===== src/rtl/mem_stage_pkg.sv =====
`default_nettype none
// +--------------------------------------------------------------------+
// | mem_stage_pkg : shared types/constants for the MIPS MEM stage      |
// | rev 1.0                                                            |
// +--------------------------------------------------------------------+
package mem_stage_pkg;

  localparam int TIMEOUT_DEFAULT = 16;
  localparam int TAG_W           = 4;

  typedef enum logic {
    IDLE = 1'b0,
    REQ  = 1'b1
  } state_t;

  typedef struct packed {
    logic             wreg;
    logic             m2reg;
    logic             wmem;
    logic [31:0]      alu_r;
    logic [31:0]      in_b;
    logic [4:0]       dest_r;
    logic [TAG_W-1:0] ins_type;
    logic [TAG_W-1:0] ins_number;
  } exe_mem_t;

  function automatic logic is_mem_op(input exe_mem_t e);
    return e.m2reg | e.wmem;
  endfunction

  function automatic logic is_aligned_mem_op(input exe_mem_t e);
    return (e.m2reg | e.wmem) && (e.alu_r[1:0] == 2'b00);
  endfunction

endpackage
`default_nettype wire


===== src/rtl/mem_stage_reg.sv =====
`default_nettype none
// +--------------------------------------------------------------------+
// | Reg_EXE_MEM : EXE/MEM pipeline register, hold-enable, async reset  |
// | rev 1.0                                                            |
// +--------------------------------------------------------------------+
module Reg_EXE_MEM
  import mem_stage_pkg::*;
(
  input  logic     clk,
  input  logic     rst_n,
  input  logic     en,
  input  exe_mem_t d,
  output exe_mem_t q
);

  always_ff @(posedge clk or negedge rst_n) begin
    if (!rst_n) begin
      q <= '0;
    end else if (en) begin
      q <= d;
    end
  end

endmodule
`default_nettype wire


===== src/rtl/mem_stage.sv =====
`default_nettype none
// +--------------------------------------------------------------------+
// | mem_stage : MIPS memory-access stage with handshaked data port     |
// | rev 1.0                                                            |
// +--------------------------------------------------------------------+
module mem_stage
  import mem_stage_pkg::*;
#(
  parameter int TIMEOUT = TIMEOUT_DEFAULT
)(
  input  logic             clk,
  input  logic             rst_n,
  input  logic             ex_wreg,
  input  logic             ex_m2reg,
  input  logic             ex_wmem,
  input  logic [31:0]      ex_aluR,
  input  logic [31:0]      ex_inB,
  input  logic [4:0]       ex_destR,
  input  logic [TAG_W-1:0] EXE_ins_type,
  input  logic [TAG_W-1:0] EXE_ins_number,
  output logic             mem_stall,
  output logic             dmem_req,
  output logic             dmem_we,
  output logic [31:0]      dmem_addr,
  output logic [31:0]      dmem_wdata,
  input  logic [31:0]      dmem_rdata,
  input  logic             dmem_ack,
  output logic             mem_wreg,
  output logic             mem_m2reg,
  output logic [31:0]      mem_aluR,
  output logic [31:0]      mem_mdata,
  output logic [4:0]       mem_destR,
  output logic [TAG_W-1:0] MEM_ins_type,
  output logic [TAG_W-1:0] MEM_ins_number,
  output logic             mem_err
);

  localparam int CNT_W = (TIMEOUT > 1) ? $clog2(TIMEOUT) : 1;

  exe_mem_t           ex_d;
  exe_mem_t           held;
  state_t             state;
  logic [CNT_W-1:0]   cnt;
  logic               err_q;
  logic [31:0]        rdata_q;
  logic               in_req;
  logic               timeout_now;
  logic               misaligned;
  logic               capture;

  assign ex_d = '{wreg: ex_wreg, m2reg: ex_m2reg, wmem: ex_wmem,
                  alu_r: ex_aluR, in_b: ex_inB, dest_r: ex_destR,
                  ins_type: EXE_ins_type, ins_number: EXE_ins_number};

  Reg_EXE_MEM u_reg_exe_mem (
    .clk   (clk),
    .rst_n (rst_n),
    .en    (capture),
    .d     (ex_d),
    .q     (held)
  );

  assign in_req      = (state == REQ);
  assign timeout_now = in_req && !dmem_ack && (cnt == CNT_W'(TIMEOUT - 1));
  assign mem_stall   = in_req && !dmem_ack && !timeout_now;
  assign capture     = !mem_stall;
  assign misaligned  = is_mem_op(held) && (held.alu_r[1:0] != 2'b00);

  // A stalled cycle is always a REQ cycle without ack, so the counter
  // only advances while stalled and restarts with every new slot.
  always_ff @(posedge clk or negedge rst_n) begin
    if (!rst_n) begin
      state   <= IDLE;
      cnt     <= '0;
      err_q   <= 1'b0;
      rdata_q <= '0;
    end else begin
      if (capture) begin
        state <= is_aligned_mem_op(ex_d) ? REQ : IDLE;
        cnt   <= '0;
      end else begin
        cnt   <= cnt + 1'b1;
      end
      if (in_req && dmem_ack) rdata_q <= dmem_rdata;
      if (misaligned || timeout_now) err_q <= 1'b1;
    end
  end

  assign dmem_req       = in_req;
  assign dmem_we        = held.wmem;
  assign dmem_addr      = {held.alu_r[31:2], 2'b00};
  assign dmem_wdata     = held.in_b;

  assign mem_wreg       = held.wreg && !mem_stall && !misaligned && !timeout_now;
  assign mem_m2reg      = held.m2reg;
  assign mem_aluR       = held.alu_r;
  assign mem_mdata      = (in_req && dmem_ack) ? dmem_rdata : rdata_q;
  assign mem_destR      = held.dest_r;
  assign MEM_ins_type   = held.ins_type;
  assign MEM_ins_number = held.ins_number;
  assign mem_err        = err_q || misaligned || timeout_now;

endmodule
`default_nettype wire


===== config.mk =====
export PLATFORM = sky130hd
export DESIGN_NAME = mem_stage
export DESIGN_NICKNAME = d
export VERILOG_FILES = /design/src/rtl/mem_stage_pkg.sv /design/src/rtl/mem_stage_reg.sv /design/src/rtl/mem_stage.sv
export SDC_FILE = /design/constraint.sdc
export NUM_CORES = 1
export LEC_CHECK = 0
export BUFFER_PORTS_ARGS = -buffer_cell sky130_fd_sc_hd__buf_2
export CORE_UTILIZATION = 41
export DETAILED_ROUTE_END_ITERATION = 8
export PLACE_DENSITY = 0.76
export SYNTH_ARGS = -nofsm -noshare
export SYNTH_HDL_FRONTEND = slang
export SYNTH_HIERARCHICAL = 1
export SYNTH_SLANG_ARGS = --single-unit

===== constraint.sdc =====
create_clock -name clk -period 1.55 [get_ports clk]
set_input_delay 0.0775 -clock clk [delete_from_list [all_inputs] [get_ports clk]]
set_output_delay 0.0775 -clock clk [all_outputs]
set_load 0.02 [all_outputs]

==> metrics <==
total placed cells including tap cells=670; Reg clk slew, reported paths=approximately 0.06 ns; Setup-failing EPs final=80; pwr dens=roughly 1300 nW/um2; placed inst area=~6300 um2; violated checks=setup timing; Remaining Overflow, GRT=0; hold depth=3; DIE WIDTH=113.1 um; hold violation count in the final report=0; HP Start=dmem_rdata[13]; first-pass GRT wire length=22200 um; TritonCTS buffer count=17; Main synth FF type=dfrtp_1; CP Cell Sequence=nand2_4, clkbuf_16, mux2_4, buf_6; area leader, netlist=dfrtp_1; Crit Reg-Reg Endpoint=u_reg_exe_mem/q[26]; leakage=about 0.0046 uW; Slowest-stage cell, CP=dfrtp_1; Final period util=1.121; initial core utilization=0.4217; Max stage delay on crit path=approximately 0.40 ns; share of layout cells above drive strength 1=0.6506; Final Cell Area=8641 um2; WP data arrival=1.66 ns; TritonCTS clock tree=built; largest cells by area after synthesis=dfrtp_1 58%, mux2_4 24%, mux2_1 6.7%, buf_4 4.7%, buf_12 3.2%; H-tree depth=4; worst setup margin=-0.1871 ns; sequential share of the synthesized area=0.5830; Tot GR Track Use=0.2282; startpoint types=flip-flop; WL final=15210 um; Die H=~110 um; Post-synth ARST share=1.000; top cells by count, synth=118 x dfrtp_1, 80 x mux2_4, 32 x buf_4, 30 x mux2_1, 8 x buf_12; Syn Std Cell Area=5065 um2; HP Class=input port to flip-flop; IR drop worst, VDD=0.0006569 V; # rows=40; RSZ-0062 raised after global routing=yes; R2R depth=6; Max Fanout on Critical Path=8; clk_lat worst skew=0.40 ns; routed vias=3883; most common cell in the netlist=dfrtp_1; total power=10800 uW; Netlist cell types=23; minimum clock period=about 1.7 ns; EDFF count, synth=0; Pre-antenna DRT Iters=4; largest net degree at the start of global routing=~120; Clock Tree Buf Depth=2; 1st-iter DRT viols=approximately 190; Reg2Reg Setup Slack=-0.03 ns; Clock Sinks=118; Crit Path Category=flip-flop to primary output; Setup Skew=~0.016 ns; Yosys reg bits=about 120; Avg WL per Cell=around 18 um; slew margin rel.=0.5874; Slew @ Worst Pin=0.6189 ns; mean post-synth cell area=17.17 um2; nets=787; top cell type's share of synthesized area=0.5830; Core Region=~12000 um2; Hold EP=rdata_q[13]; TNS Setup=-5.513 ns; Worst Path Required=1.47 ns; initial antenna violation count=0; number of nets still failing antenna checks after routing=0; Post-Layout Cell Count=roughly 830; half-perimeter wire length after placement=roughly 7500 um; PortBufs=259; # IOs=262; Via density=4.673; Syn-to-layout area delta=70.60%; vias in the first global route=about 4300; CP endpoint kind=primary output; Mapped Cells=295; detailed-route DRC error count=0; Die ar.=12800 um2; fin. max-slew vios=0; Final Wtd Congestion=0.7204; status=finished with violations; reg2reg start=cnt[0]; CTS Root Cell=clkbuf_16; pre-CTS WS=0.009935 ns; antenna fix cells=0; Max Cap Violations=0; yosys warns=6; highest clock rate=575.7 MHz
[worst max-delay path: cells and delay by family, from the launching register on]
kind          cells  cell delay [ns]
flops             1             0.40
simple gates      1             0.18
buf+inv           2             0.35
mux               1             0.32
[worst max path at each step]
stage | start | to | slack, ns | cells after the start
after CTS | dmem_req | mem_mdata[20] | -0.21 | 4
after detailed placement | cnt[0] | u_reg_exe_mem/q[58] | 0.01 | 6
after floorplan | cnt[0] | u_reg_exe_mem/q[0] | -0.1 | 7
final | dmem_req | mem_mdata[12] | -0.19 | 4
after global routing | dmem_req | mem_mdata[12] | -0.22 | 4
after global placement | cnt[1] | u_reg_exe_mem/q[68] | 0.05 | 6
[report_power, final]
part | internal, uW | leakage (uW) | switching (uW)
clock network | 2810 | 0.000307 | 1340
registers | 3470 | 0.00139 | 221
logic | 1610 | 0.00290 | 1360
[final cells by class]
class	count	area, um2
clock inverters	9	147.6
well taps	147	183.9
multi-input cells	132	1837
clock buffers	23	478.0
repair buffers	400	3027
fillers	718	3371
inverters	2	15.01
flip-flops and latches	118	2953
[layer usage]
metal  global-route usage  share of wire
met1               0.2558           0.40
met2               0.4098           0.53
met3              0.05892          0.051
met4              0.09825          0.019
met5                    0              0
[registers in the layout (all words and copies together) (netlist names)]
register and cells:
cnt 4, dmem_req 1, err_q 1, rdata_q 32, u_reg_exe_mem/q 80
[cells by family after synthesis]
group	Yosys count	synth area share
flip-flops	118	0.5830
AND/OR/NAND/NOR	11	0.01062
adder cells (fa/ha/maj)	1	0.002470
AO/OA/AOI/OAI	4	0.005682
other	1	0.0007404
buffers and inverters	46	0.08572
XOR/XNOR	2	0.003459
multiplexers	112	0.3083
[placed cells by master, fill, tap and decap left out, types with 2 or more instances in the layout]
master	netlist	layout
buf_2	3	223
buf_4	32	24
mux2_4	80	112
clkbuf_16	0	19
buf_16	0	3
clkinv_2	0	4
buf_6	1	37
dlygate4sd3_1	0	103
conb_1	1	2
dfrtp_1	118	118
buf_8	0	2
buf_12	8	6
clkbuf_1	0	3
nor2_1	4	4
clkbuf_8	0	3
bufinv_16	0	4
o211ai_1	2	2
[stage by stage]
| step | hold WS [ns] | utilization |
|---|---|---|
| after floorplan | -0.2181 | - |
| after global placement | 0.2024 | 0.5230 |
| after detailed placement | 0.2197 | 0.5230 |
| after CTS | 0.006347 | 0.6942 |
| after global routing | 0.01442 | 0.7194 |
| final | 0.03554 | 0.7194 |
[timing repair]
action / 4_1_cts / 5_1_grt
pin swaps: 3 / 1
hold buffers: 103 / 0
gates cloned: 4 / 2
endpoints found under the hold margin: 221 / 0
gates resized for setup: 64 / 67
setup buffers: 12 / 9
setup endpoints to repair: 36 / 115
No activity file was read; power rests on OpenSTA's default activity.
